## src/rtl/dsp_mul_rr_arbiter.sv

```systemverilog
// Round-robin share of one pipelined fix14 multiplier.
// Tags ride alongside the multiplier so results find their owner.
module dsp_mul_rr_arbiter #(
  parameter int NUM_REQ = 4,
  parameter int D_W     = 16,
  parameter int MUL_LAT = 2
) (
  input  logic                   sys_clk,
  input  logic                   sys_rst_n,
  input  logic                   arb_en,
  input  logic [NUM_REQ-1:0]     req_valid,
  output logic [NUM_REQ-1:0]     req_ready,
  input  logic [NUM_REQ*D_W-1:0] req_a,
  input  logic [NUM_REQ*D_W-1:0] req_b,
  output logic [NUM_REQ-1:0]     rsp_valid,
  output logic [D_W-1:0]         rsp_data,
  output logic                   mul_ce,
  output logic [D_W-1:0]         mul_a,
  output logic [D_W-1:0]         mul_b,
  input  logic [D_W-1:0]         mul_res,
  output logic                   idle,
  output logic [1:0]             state
);

  localparam int IW = (NUM_REQ > 1) ? $clog2(NUM_REQ) : 1;
  // issue stage + MUL_LAT multiplier stages + result capture
  localparam int TD = MUL_LAT + 2;

  typedef enum logic [1:0] {
    S_IDLE  = 2'd0,
    S_RUN   = 2'd1,
    S_DRAIN = 2'd2
  } st_e;

  st_e              st_q;
  logic [IW-1:0]    ptr_q;
  logic [IW-1:0]    ptr_nxt;
  logic [NUM_REQ-1:0] gnt;
  logic [IW-1:0]    gnt_id;
  logic             hit;
  logic [IW:0]      sum;
  logic             allow;
  logic             xfer;
  logic             pipe_empty;
  logic [TD-1:0]    tag_v;
  logic [IW-1:0]    tag_id [TD];
  logic [D_W-1:0]   res_q;
  logic [NUM_REQ-1:0] rsp_oh;

  assign allow      = arb_en & (st_q != S_DRAIN);
  assign xfer       = |gnt;
  assign pipe_empty = ~|tag_v;
  assign req_ready  = gnt;
  assign idle       = (st_q == S_IDLE) & pipe_empty & ~xfer;
  assign state      = st_q;

  // rotating priority search starting at the pointer
  always_comb begin
    gnt    = '0;
    gnt_id = '0;
    hit    = 1'b0;
    sum    = '0;
    for (int k = 0; k < NUM_REQ; k++) begin
      sum = {1'b0, ptr_q} + (IW+1)'(k);
      if (sum >= (IW+1)'(NUM_REQ))
        sum = sum - (IW+1)'(NUM_REQ);
      if (!hit && req_valid[sum[IW-1:0]]) begin
        hit    = 1'b1;
        gnt_id = sum[IW-1:0];
      end
    end
    if (allow && hit)
      gnt[gnt_id] = 1'b1;
  end

  // pointer moves just past the requester that won
  always_comb begin
    ptr_nxt = gnt_id + IW'(1);
    if (gnt_id == IW'(NUM_REQ-1))
      ptr_nxt = '0;
  end

  // one-hot owner of the result leaving the tag pipe
  always_comb begin
    rsp_oh = '0;
    if (tag_v[TD-1])
      rsp_oh[tag_id[TD-1]] = 1'b1;
  end

  // issue, tag pipeline and response register
  always_ff @(posedge sys_clk) begin
    if (!sys_rst_n) begin
      ptr_q     <= '0;
      mul_ce    <= 1'b0;
      mul_a     <= '0;
      mul_b     <= '0;
      res_q     <= '0;
      tag_v     <= '0;
      rsp_valid <= '0;
      rsp_data  <= '0;
      for (int i = 0; i < TD; i++)
        tag_id[i] <= '0;
    end else begin
      mul_ce <= 1'b1;
      res_q  <= mul_res;
      if (xfer) begin
        ptr_q <= ptr_nxt;
        mul_a <= req_a[gnt_id*D_W +: D_W];
        mul_b <= req_b[gnt_id*D_W +: D_W];
      end
      tag_v[0]  <= xfer;
      tag_id[0] <= gnt_id;
      for (int i = 1; i < TD; i++) begin
        tag_v[i]  <= tag_v[i-1];
        tag_id[i] <= tag_id[i-1];
      end
      rsp_valid <= rsp_oh;
      if (tag_v[TD-1])
        rsp_data <= res_q;
    end
  end

  // control state: run while granting, drain after disable
  always_ff @(posedge sys_clk) begin
    if (!sys_rst_n) begin
      st_q <= S_IDLE;
    end else begin
      unique case (st_q)
        S_IDLE: begin
          if (arb_en && |req_valid)
            st_q <= S_RUN;
        end
        S_RUN: begin
          if (!arb_en)
            st_q <= S_DRAIN;
          else if (!(|req_valid) && pipe_empty)
            st_q <= S_IDLE;
        end
        S_DRAIN: begin
          if (pipe_empty)
            st_q <= S_IDLE;
        end
        default: st_q <= S_IDLE;
      endcase
    end
  end

endmodule

```

## config.mk

```make
export PLATFORM = sky130hd
export DESIGN_NAME = dsp_mul_rr_arbiter
export DESIGN_NICKNAME = d
export VERILOG_FILES = /design/src/rtl/dsp_mul_rr_arbiter.sv
export SDC_FILE = /design/constraint.sdc
export NUM_CORES = 1
export LEC_CHECK = 0
export CAP_MARGIN = 40
export CORE_ASPECT_RATIO = 1.25
export CORE_MARGIN = 2
export CORE_UTILIZATION = 39
export CTS_CLUSTER_SIZE = 25
export DETAILED_ROUTE_END_ITERATION = 8
export PLACE_DENSITY = 0.85
export RECOVER_POWER = 25
export SLEW_MARGIN = 20
export SYNTH_ARGS = -nofsm -noshare
export SYNTH_HDL_FRONTEND = slang
export SYNTH_SLANG_ARGS = --single-unit
```

## constraint.sdc

```tcl
create_clock -name sys_clk -period 3.4 [get_ports sys_clk]
set_input_delay 0.68 -clock sys_clk [delete_from_list [all_inputs] [get_ports sys_clk]]
set_output_delay 0.68 -clock sys_clk [all_outputs]
set_load 0.1 [all_outputs]
```

==> flow_summary.yaml <==
pwr:
  power_mw: 3.64
  ir_worst_vdd_mv: 0.317
  p_seq_frac: 0.307
  p_sw_mw: 1.21
  clkPwrFrac: 0.322
  p_leak_nw: 2.82
  sw_frac_of_total: 0.331
  p_per_area_nw_per_um2: 513
  pwr-share-comb: 0.371
  p_int_mw: 2.44
floorplanning:
  die_h_um: 114
  initial_core_util: 0.398
  io_pins: 211
  die_w_um: 92.3
  die_area_um2: 10600
  coreArea_um2: 9560
  num_rows: 40
cts:
  clockBufferDepth: 2
  cts_resized: 0
  h-tree-depth: 3
  numCtsBuffers: 9
  cts_tree: "done"
  path_clk_slew_ns: 0.06
  cts_sinks: 85
  insertion_delay_ns: 0.33
  cts_root_buf: "clkbuf_16"
  post_cts_buffers: 0
yosys:
  synth_area_um2: 3800
  yosys-top-cells-area: "dfxtp_1, mux2i_1, a32o_1"
  ys_warn_count: 0
  syn-mean-instance-area_um2: 10.1
  yosysSeqAreaShare: 0.448
  ys_types: 32
  netlist.area_leader.share: 0.448
  synthCells: 377
  yosysTopAreaCell: "dfxtp_1"
  ys_ff_latch: 85
  synth_nets: 529
critical_path:
  cp_data_required_time_ns: 2.72
  end_kind: "output pin"
  reg2reg_slack_ns: 0.98
  r2r_start: "ptr_q[1]"
  crit_path_start_kind: "input port"
  reg2reg_to: "mul_a[2]"
  reg2reg_depth: 8
  critPathLaunch: "req_valid[0]"
  crit_arrival_ns: 2.57
  critPathKind: "input port to output pin"
  crit_fanout: 36
routing:
  via_count: 3711
  dr_wl_met2_mm: 6.68
  route.detailed.drc: 0
  first_pass_iters: 6
  drt-total-wl_mm: 12.5
  route.met3.wl_um: 997
  routed.top_layer: "met4"
  post_drt_wl_per_cell_um: 16.8
  met1_length_mm: 4.64
  avgViaCountPerCell: 4.95
  first_iter_violations: 136
  ant_nets: 0
layout:
  drive_above_1_share: 0.156
  nets: 771
  final_util: 0.743
  antenna_cells: 0
  area_growth_pct: 86.8
global_routing:
  grt_usage: 0.240
  overflow: 0
  grt_max_degree: 60
  grt_pass1_wl_mm: 19.7
  grt_pass1_vias: 4033
  antenna_found_initial: 0
placement:
  place_hpwl_mm: 9.98
  pre_cts_ws_ns: 0.0320
  port_buffers: 210
  place_congestion: 0.829
flow_run:
  cap_viol_max_count: 1
timing:
  clock_skew_ns: 0.00494
  setup_slack_ns: 0.150
  relSlewSlack: -0.0497
  tns_ns: 0
  slew_violations: 52
  fin_crit_ns: 3.25
  finalHoldViolations: 0
  period_share: 0.956
  tightest_slew_ns: 1.57
  hold_ws_ns: 0.436
  max_freq_mhz: 308
  rsz0062_at_grt: "no"
  setup_viol: 0
worst_hold_path:
  holdCritPathClass: "flop to flop"
  hold_path_end: "tag_id[0][4]"
  min_from: "tag_id[0][2]"
  hold_path_depth: 1
status:
  run_status: "finished, violations left"
  violations: "max-capacitance violations, max-slew violations"
[synthesized netlist by cell type]
library cell   n
nor2b_1       18
nor2_1         4
inv_1          2
nand2b_1       3
inv_4          2
and3_1         2
a31oi_4        1
a211oi_4       1
a32o_1        32
mux2i_1       80
o22ai_1        1
clkbuf_1      13
o211a_1        2
and4_1         1
a21oi_1        2
nand3_1        2
ha_1           1
nand2b_2       1
nor4_1         1
dfxtp_1       85
nor3_1         3
o22a_1         1
a21boi_1       1
or4_1          1
a21oi_2        1
buf_6          6
a21o_1         1
buf_2          9
a31oi_2        1
nand2_1       70
nor3b_1        2
and2_1        27
[state kept, by name, summed over array words and instances, names as in the netlist]
signal	count
ptr_q	2
mul_a	16
tag_v	4
mul_b	16
tag_id	8
rsp_data	16
res_q	16
state	2
rsp_valid	4
mul_ce	1
[layer usage]
| layer | up-vias | GRT usage |
|---|---|---|
| met2 | 164 | 0.454 |
| met4 | 0 | 0.0826 |
| li1 | 1808 | - |
| met5 | - | 0 |
| met1 | 1723 | 0.254 |
| met3 | 16 | 0.0665 |
[what timing repair did]
item,in CTS,in global routing
endpoints found under the setup margin,0,2
endpoints found under the hold margin,0,0
hold buffers,0,0
[power groups by stage]
stage	combinational, mW	clock, mW	sequential (mW)
after floorplan	0.424	0	1.53
final	1.35	1.17	1.12
after global placement	1.21	0	1.13
after global routing	1.42	1.23	1.13
after detailed placement	1.36	0	1.14
after CTS	1.36	1.20	1.12
[cells in the final DEF (no fill, tap or decap), types with 2 or more instances in the layout]
cell type	n
a32o_1	32
bufinv_16	4
inv_1	2
and3_1	2
a21oi_1	2
buf_12	7
buf_16	9
nand2_1	70
nand2b_1	3
nor3_1	2
nor2b_1	17
a31oi_4	2
nor2_1	2
clkdlybuf4s50_1	187
o211a_1	2
inv_4	2
clkbuf_1	2
clkbuf_16	9
nand3_1	2
dfxtp_1	85
and2_0	13
mux2i_1	80
buf_8	29
nor3b_1	2
and2_1	14
buf_4	25
nor2_2	2
[stage by stage]
step | std cells | area, um2
CTS | 749 | 7110
detailed placement | 734 | 6740
global route | 749 | 7100
finish | 749 | 7100
global placement | 696 | 6060
floorplan | 377 | 3830
[cells by family (layout without fill, tap and decap cells)]
| family | after synthesis | in the layout | share of synthesized area |
|---|---|---|---|
| AO/OA/AOI/OAI | 44 | 44 | 0.117 |
| adder cells (fa/ha/maj) | 1 | 1 | 0.00329 |
| buffers and inverters | 32 | 278 | 0.0477 |
| flip-flops | 85 | 85 | 0.448 |
| multiplexers | 80 | 80 | 0.211 |
| AND/OR/NAND/NOR | 135 | 135 | 0.174 |
[worst max-delay path by stage]
stage                              end  slack, ns  depth (start not counted)
final                     req_ready[1]       0.15                          8
after global placement            idle       0.11                         10
after CTS                         idle       0.03                         10
after detailed placement          idle       0.03                         10
after global routing      req_ready[1]       0.02                          8
after floorplan                   idle      -0.36                          9
[critical path, stage by stage]
cell	delay, ns
clkdlybuf4s50_1	0.45
inv_1	0.09
o22ai_1	0.13
a211oi_4	0.29
buf_4	0.41
nand2_1	0.15
nor2_2	0.16
buf_12	0.19
[layout make-up]
type                       instances  area [um2]
sequential                        85        1700
clock inverter                     4         120
clock buffer                      11         243
inverter                           4        20.0
timing repair buffer             259        2900
tap                              126         158
multi-input combinational        260        1960
fill                             643        2460
Power figures use the tool's default switching activity.
